$ cat src/rtl/sopc_intc_if.sv
// rtl/sopc_intc_if.sv - data-memory bus bundle between the core and sopc_intc
//
// Signals: ce_i (access strobe), we_i (1 = write), sel_i (byte lanes),
// addr_i (byte address), wdata_i (write data), rdata_o (registered read data).
// Modports: master = core side, slave = interrupt controller side.
interface sopc_intc_if #(
    parameter int ADDR_WIDTH = 6
) ();
    logic                  ce_i;
    logic                  we_i;
    logic [3:0]            sel_i;
    logic [ADDR_WIDTH-1:0] addr_i;
    logic [31:0]           wdata_i;
    logic [31:0]           rdata_o;

    modport master (
        output ce_i, we_i, sel_i, addr_i, wdata_i,
        input  rdata_o
    );

    modport slave (
        input  ce_i, we_i, sel_i, addr_i, wdata_i,
        output rdata_o
    );
endinterface

$ cat src/rtl/sopc_intc.sv
// rtl/sopc_intc.sv - memory-mapped maskable interrupt controller with per-source routing
//
// Ports:
//   clk    system clock
//   rst    synchronous active-high reset
//   src_i  NUM_SRC raw interrupt requests, active high
//   bus    sopc_intc_if.slave data-memory bus (ce/we/sel/addr/wdata in, rdata out)
//   int_o  NUM_OUT registered interrupt lines to the core
// Registers (word offsets): 0x00 PENDING, 0x04 MASK, 0x08 MODE, 0x0C CLAIM,
//   0x10..0x1C ROUTE0..3 (4-bit line number per source, 8 sources per word).
// Build option: define SOPC_INTC_SYNC_EN to put a two-flop synchronizer on
//   src_i (source-to-int_o latency grows from 2 to 4 edges).
module sopc_intc #(
    parameter int NUM_SRC    = 8,
    parameter int NUM_OUT    = 6,
    parameter int ADDR_WIDTH = 6
) (
    input  logic               clk,
    input  logic               rst,
    input  logic [NUM_SRC-1:0] src_i,
    sopc_intc_if.slave         bus,
    output logic [NUM_OUT-1:0] int_o
);

    logic [NUM_SRC-1:0] src_s;

`ifdef SOPC_INTC_SYNC_EN
    logic [NUM_SRC-1:0] sync_q1;
    logic [NUM_SRC-1:0] sync_q2;

    always_ff @(posedge clk) begin
        if (rst) begin
            sync_q1 <= '0;
            sync_q2 <= '0;
        end else begin
            sync_q1 <= src_i;
            sync_q2 <= sync_q1;
        end
    end

    assign src_s = sync_q2;
`else
    assign src_s = src_i;
`endif

    logic [NUM_SRC-1:0] pend_r, mask_r, mode_r, src_d;
    logic [3:0]         route_r [NUM_SRC];

    logic               wr_en, rd_en;
    logic [3:0]         idx;
    logic [31:0]        lane;
    logic [31:0]        mask32, mode32, pend32, claim32, rd_data;
    logic [31:0]        mask_m32, mode_m32, w1c32;
    logic [31:0]        route_word [4];
    logic [NUM_SRC-1:0] mask_nxt, mode_nxt, pend_nxt, w1c, rise, active;
    logic [3:0]         route_nxt [NUM_SRC];
    logic [NUM_OUT-1:0] int_nxt;

    always_comb begin
        wr_en = bus.ce_i & bus.we_i;
        rd_en = bus.ce_i & ~bus.we_i;
        idx   = bus.addr_i[5:2];
        lane  = {{8{bus.sel_i[3]}}, {8{bus.sel_i[2]}}, {8{bus.sel_i[1]}}, {8{bus.sel_i[0]}}};

        mask32 = '0;
        mode32 = '0;
        pend32 = '0;
        mask32[NUM_SRC-1:0] = mask_r;
        mode32[NUM_SRC-1:0] = mode_r;
        pend32[NUM_SRC-1:0] = pend_r;

        // Lane-merged write data; bits at and above NUM_SRC fall away on slicing.
        mask_m32 = (mask32 & ~lane) | (bus.wdata_i & lane);
        mode_m32 = (mode32 & ~lane) | (bus.wdata_i & lane);
        w1c32    = (wr_en && idx == 4'd0) ? (bus.wdata_i & lane) : '0;

        mask_nxt = (wr_en && idx == 4'd1) ? mask_m32[NUM_SRC-1:0] : mask_r;
        mode_nxt = (wr_en && idx == 4'd2) ? mode_m32[NUM_SRC-1:0] : mode_r;
        w1c      = w1c32[NUM_SRC-1:0];
        rise     = src_s & ~src_d;

        // Pending follows the new mode so a MODE write takes effect at once:
        // leaving edge mode drops the latch, entering edge mode starts clear so
        // a source already high does not fire until it toggles.
        for (int k = 0; k < NUM_SRC; k++) begin
            if (!mode_nxt[k])
                pend_nxt[k] = src_s[k];
            else if (mode_r[k])
                pend_nxt[k] = (pend_r[k] & ~w1c[k]) | rise[k];
            else
                pend_nxt[k] = rise[k];
        end

        for (int w = 0; w < 4; w++)
            route_word[w] = '0;
        for (int k = 0; k < NUM_SRC; k++) begin
            route_word[k / 8][4 * (k % 8) +: 4] = route_r[k];
            if (wr_en && idx == 4'(4 + k / 8) && bus.sel_i[(k % 8) / 2])
                route_nxt[k] = bus.wdata_i[4 * (k % 8) +: 4];
            else
                route_nxt[k] = route_r[k];
        end

        active = pend_r & mask_r;

        // Route values >= NUM_OUT never match a line index, so they are unrouted.
        int_nxt = '0;
        for (int j = 0; j < NUM_OUT; j++)
            for (int k = 0; k < NUM_SRC; k++)
                if (active[k] && route_r[k] == 4'(j))
                    int_nxt[j] = 1'b1;

        // Walk downward so the lowest-numbered active source wins.
        claim32 = '0;
        for (int k = NUM_SRC - 1; k >= 0; k--)
            if (active[k])
                claim32[4:0] = 5'(k);
        claim32[31] = |active;

        case (idx)
            4'd0:    rd_data = pend32;
            4'd1:    rd_data = mask32;
            4'd2:    rd_data = mode32;
            4'd3:    rd_data = claim32;
            4'd4:    rd_data = route_word[0];
            4'd5:    rd_data = route_word[1];
            4'd6:    rd_data = route_word[2];
            4'd7:    rd_data = route_word[3];
            default: rd_data = '0;
        endcase
    end

    always_ff @(posedge clk) begin
        if (rst) begin
            pend_r      <= '0;
            mask_r      <= '0;
            mode_r      <= '0;
            src_d       <= '0;
            int_o       <= '0;
            bus.rdata_o <= '0;
            for (int k = 0; k < NUM_SRC; k++)
                route_r[k] <= '0;
        end else begin
            pend_r <= pend_nxt;
            mask_r <= mask_nxt;
            mode_r <= mode_nxt;
            src_d  <= src_s;
            int_o  <= int_nxt;
            for (int k = 0; k < NUM_SRC; k++)
                route_r[k] <= route_nxt[k];
            if (rd_en)
                bus.rdata_o <= rd_data;
        end
    end

    logic unused;
    assign unused = ^{bus.addr_i, mask_m32, mode_m32, w1c32};

endmodule

$ cat src/flat_wrapper.sv
// flat-port wrapper written by rule: the top's interface ports become plain ports
module sopc_intc_flat 
#(
    parameter int NUM_SRC    = 8,
    parameter int NUM_OUT    = 6,
    parameter int ADDR_WIDTH = 6
)
  (clk, rst, src_i, int_o, bus_ce_i, bus_we_i, bus_sel_i, bus_addr_i, bus_wdata_i, bus_rdata_o);
  sopc_intc_if #(.ADDR_WIDTH(ADDR_WIDTH)) bus_i ();
  input  logic clk;
  input  logic rst;
  input  logic [NUM_SRC-1:0] src_i;
  output logic [NUM_OUT-1:0] int_o;
  input wire logic [$bits(bus_i.ce_i)-1:0] bus_ce_i;
  input wire logic [$bits(bus_i.we_i)-1:0] bus_we_i;
  input wire logic [$bits(bus_i.sel_i)-1:0] bus_sel_i;
  input wire logic [$bits(bus_i.addr_i)-1:0] bus_addr_i;
  input wire logic [$bits(bus_i.wdata_i)-1:0] bus_wdata_i;
  output wire logic [$bits(bus_i.rdata_o)-1:0] bus_rdata_o;
  assign bus_i.ce_i = bus_ce_i;
  assign bus_i.we_i = bus_we_i;
  assign bus_i.sel_i = bus_sel_i;
  assign bus_i.addr_i = bus_addr_i;
  assign bus_i.wdata_i = bus_wdata_i;
  assign bus_rdata_o = bus_i.rdata_o;
  sopc_intc #(.NUM_SRC(NUM_SRC), .NUM_OUT(NUM_OUT), .ADDR_WIDTH(ADDR_WIDTH)) u_core (.clk(clk), .rst(rst), .src_i(src_i), .bus(bus_i), .int_o(int_o));
endmodule
$ cat config.mk
export PLATFORM = sky130hd
export DESIGN_NAME = sopc_intc_flat
export DESIGN_NICKNAME = d
export VERILOG_FILES = /design/src/rtl/sopc_intc_if.sv /design/src/rtl/sopc_intc.sv /design/src/flat_wrapper.sv
export SDC_FILE = /design/constraint.sdc
export NUM_CORES = 1
export LEC_CHECK = 0
export BUFFER_PORTS_ARGS = -buffer_cell sky130_fd_sc_hd__buf_4
export CAP_MARGIN = 20
export CORE_MARGIN = 10
export CORE_UTILIZATION = 50
export CTS_CLUSTER_SIZE = 40
export DETAILED_ROUTE_END_ITERATION = 10
export GPL_TIMING_DRIVEN = 0
export PLACE_DENSITY = 0.76
export RECOVER_POWER = 50
export SETUP_SLACK_MARGIN = 0.1
export SLEW_MARGIN = 15
export SYNTH_ARGS = -nofsm -noshare
export SYNTH_HDL_FRONTEND = slang
export SYNTH_SLANG_ARGS = --single-unit
$ cat constraint.sdc
create_clock -name clk -period 1.5 [get_ports clk]
set_clock_uncertainty 0.05 [all_clocks]
set_input_delay 0.15 -clock clk [delete_from_list [all_inputs] [get_ports clk]]
set_output_delay 0.15 -clock clk [all_outputs]
set_load 0.1 [all_outputs]
Word level (Yosys, flattened, before mapping)
Memory sizes are Yosys's and may differ from the RTL's.
Index checks and enable logic that the tools add are counted.
- output and inout port bits: 38
- word-level logic and storage cells: 255
- bits in writable memories: 32
- memories: 1
- bits in registers: 70
- reductions and logical operators: 66
- mux-type cells: 94
- equal/unequal tests: 44
- bitwise logic cells: 44
- memory list (memory ; depth ; width ; read ports ; clocked after Yosys merged registers in ; wr ports ; line ; source):
    u_core.route_r ; 8 ; 4 ; 8 ; 0 ; 8 ; sopc_intc.sv:47 ; logic [3:0] route_r [NUM_SRC];
- operators by type and width (kind ; number):
    $pmux W32 S5 ; 1
    $eq A4 B2 Y1 const B ; 18
    $eq A4 B3 Y1 const B ; 17
    $mux W1 ; 67
    $mux W4 ; 16
    $logic_and A1 B1 Y1 ; 56
    $and A8 B8 Y8 ; 5
    $eq A4 B1 Y1 const B ; 9
    $logic_not A4 Y1 ; 9
    $mux W3 ; 8
    $mux W8 ; 2
    $not A8 Y8 ; 2
    $or A1 B1 Y1 ; 16
    $or A8 B8 Y8 ; 2
    $and A1 B1 Y1 ; 10
    $not A1 Y1 ; 9
    $reduce_or A8 Y1 ; 1

Longest topological paths before layout
An unclocked memory read counts as a cell.
- word-level depth: 11
- mapped depth: 7
- mapped depth without buffers: 4

Least setup slack after synthesis
No wires, ideal clock.
- path type: flip-flop to flip-flop
- start: register u_core.bus.rdata_o[0] (netlist name)
- end: register u_core.bus.rdata_o[0]
- clock period less this slack: 1.522 ns
- data required time: 1.375 ns
- path slack: -0.022 ns
- arrival: 1.397 ns
- library setup time: 0.075 ns
- stages on the path, launching flop included: 4
- cell sequence: dfxtp_1 -> o21a_1 -> o21ai_0 -> o22ai_1
- RTL lines (what ; line ; source):
    to (signal assigned) ; sopc_intc.sv:152 ; bus.rdata_o <= rd_data;
    to (decl) ; sopc_intc_if.sv:23 ; output rdata_o

==> flow_metrics.tcl <==
set metrics [dict create \
    syn_area_sq_um 4820 \
    worstSetupStartpointType "register" \
    die_w_microns 118 \
    drt-initial-drc-count 380 \
    synth-seq-area-share 0.423 \
    gr-total-overflow 0 \
    gp_congestion 0.934 \
    internal_power_mw 3.64 \
    outcome "finished, violations left" \
    clk_path_buf_depth 2 \
    wl_per_cell_microns 19.2 \
    h-tree-depth 3 \
    synth_seq_cells 102 \
    worstSkewPairLatency_ns 0.36 \
    slew_violations 0 \
    hold_path_class "primary input to register" \
    final_common_cell "dfxtp_1" \
    post-place-cells 748 \
    crit_slowest_cell "or4bb_4" \
    syn2layout_area_growth_pct 33.4 \
    p_sw_frac 0.248 \
    grt_pass1_wl_microns 24100 \
    drc 0 \
    whs_ns -0.00526 \
    finalCritPeriodShare 0.974 \
    nNetsFinal 724 \
    rsz0062_at_grt "yes" \
    syn_avg_cell_area_sq_um 9.03 \
    cts_tree "done" \
    p_comb_frac 0.102 \
    start_util 0.517 \
    synth_async_sr_flop_share 0 \
    cts_buffers 9 \
    ys_warn_count 0 \
    port_buffers 85 \
    numClockSinks 102 \
    maxSlewHeadroom 0.536 \
    grt_usage 0.209 \
    synth_flop_cell "dfxtp_1" \
    finalHoldViolCount 1 \
    die_y_microns 118 \
    pwr-share-clk 0.327 \
    finalNonFillerCells 802 \
    violations "negative hold slack" \
    powerDensity_nw_per_um2 752 \
    grt_pass1_vias 4738 \
    clock.fmax_mhz 685 \
    setup_viol 0 \
    antenna_found_initial 0 \
    synth_cells 534 \
    routed_via_density 5.81 \
    peakVddDrop_mv 0.419 \
    dieArea_sq_um 14000 \
    clk_pin_slew_ns 0.09 \
    rows 35 \
    synth_edf_count 0 \
    max_cap_viol_count 0 \
    hpwl_microns 11200 \
    cp.arrival_ns 1.69 \
    drt-total-wl_microns 15400 \
    antenna_cells 0 \
    most-common-layout-cells "dfxtp_1, nor2_1, buf_4, mux2i_1, nand2_1" \
    p_sw_mw 1.20 \
    tightest_slew_ns 0.693 \
    seqPwrFrac 0.571 \
    syn-num-nets 588 \
    num_io_pins 92 \
    layout-drive-gt1-share 0.311 \
    grt_max_degree 16 \
    post-route-util 0.690 \
    path_cells "or4bb_4, o22ai_2, a311oi_1, a31oi_1" \
    p_leak_nw 2.52 \
    cts-root-buf "clkbuf_8" \
    ant_nets 0 \
    dr_total_vias 4656 \
    min_period_ns 1.46 \
    max_stage_delay_ns 0.55 \
    totalPowerFinal_mw 4.84 \
    synth_cell_types 52 \
    critPathKind "register to register" \
    end_kind "register" \
    critPathMaxFanout 4 \
    dr.pass1.iters 7 \
    core_area_sq_um 9330 \
    required_ns 1.73 \
]
==> cells in the mapped netlist (8+ instances only) <==
cell type  instances  area [sq um]
o41ai_2            8           130
o2111ai_1          8          70.1
xnor2_1            8          70.1
a31oi_1           10          62.6
nand2b_1           8          50.1
nor2_1            77           289
nand3_1           25           125
inv_1             14          52.6
a21oi_1           27           135
nand2_1           50           188
and3_1            12          75.1
nor3_1             8          40.0
mux2i_1           49           490
dfxtp_1          102          2040
nor4_1            10          62.6
clkbuf_1          16          60.1
o21ai_0            9          45.0
==> cells by family after synthesis <==
family	count (synthesis)	share of synthesized area
AND/OR/NAND/NOR	221	0.238
flip-flops	102	0.423
AO/OA/AOI/OAI	99	0.157
multiplexers	56	0.118
buffers and inverters	48	0.0485
XOR/XNOR	8	0.0145
==> path summary, 6_finish.rpt <==
path,start,to,slack (ns),depth (start not counted)
max reg2reg,u_core.route_r[0][2],u_core.int_o[3],0.04,4
min reg2reg,u_core.bus.rdata_o[4],u_core.bus.rdata_o[4],0.41,2
min,bus_wdata_i[22],u_core.route_r[2][6],-0.005,3
max,u_core.route_r[0][2],u_core.int_o[3],0.04,4
==> critical path: cells and delay by family, from the launching register on <==
kind             cells  cell delay, ns
flip-flops           1            0.37
AO/OA/AOI/OAI        3            0.42
AND/OR/NAND/NOR      1            0.55
==> registers in the layout, summed over array words and instances, names as in the netlist, named ones only <==
register	cells
u_core.mode_r	8
u_core.src_d	8
u_core.int_o	6
u_core.bus.rdata_o	32
u_core.pend_r	8
u_core.route_r	32
==> through the flow <==
stage                     setup slack (ns)  setup TNS [ns]  cell area [sq um]  hold slack (ns)
after floorplan                     0.0510               0               4930            0.244
after global placement              -0.385          -16.65               5730            0.332
after detailed placement            -0.364          -18.06               5730            0.337
after CTS                           0.0329               0               6300          0.00295
after global routing              -0.00482        -0.00987               6430          0.00161
final                               0.0391               0               6430         -0.00526
==> per-layer routing <==
metal / vias to the layer above / GRT usage / part of all wire
met5: - / 0 / 0
met3: 29 / 0.0433 / 0.057
met1: 2237 / 0.240 / 0.40
met2: 168 / 0.367 / 0.51
li1: 2222 / - / -
met4: 0 / 0.0858 / 0.025
==> layout make-up <==
| cell class | count | area [sq um] |
|---|---|---|
| tap | 129 | 161 |
| buffer | 32 | 195 |
| inverter | 15 | 56.3 |
| timing repair buffer | 126 | 940 |
| clock buffer | 11 | 151 |
| clock inverter | 3 | 21.3 |
| multi-input combinational | 384 | 2820 |
| fill | 792 | 2890 |
| sequential | 102 | 2090 |
==> power by group through the flow <==
stage / logic [mW] / registers, mW / clock network, mW
after CTS: 0.472 / 2.76 / 1.60
after global routing: 0.529 / 2.77 / 1.71
final: 0.495 / 2.76 / 1.58
after floorplan: 0.209 / 2.82 / 0
after global placement: 0.396 / 2.83 / 0
after detailed placement: 0.405 / 2.83 / 0
==> timing repair <==
| action | CTS | global route |
|---|---|---|
| setup buffers | 3 | 8 |
| pin swaps | 11 | 10 |
| resized for setup | 27 | 39 |
| hold endpoints to repair | 29 | 0 |
| cloned | 0 | 1 |
| setup endpoints to repair | 28 | 38 |
| hold buffers | 29 | 0 |
No activity file was read; power rests on OpenSTA's default activity.
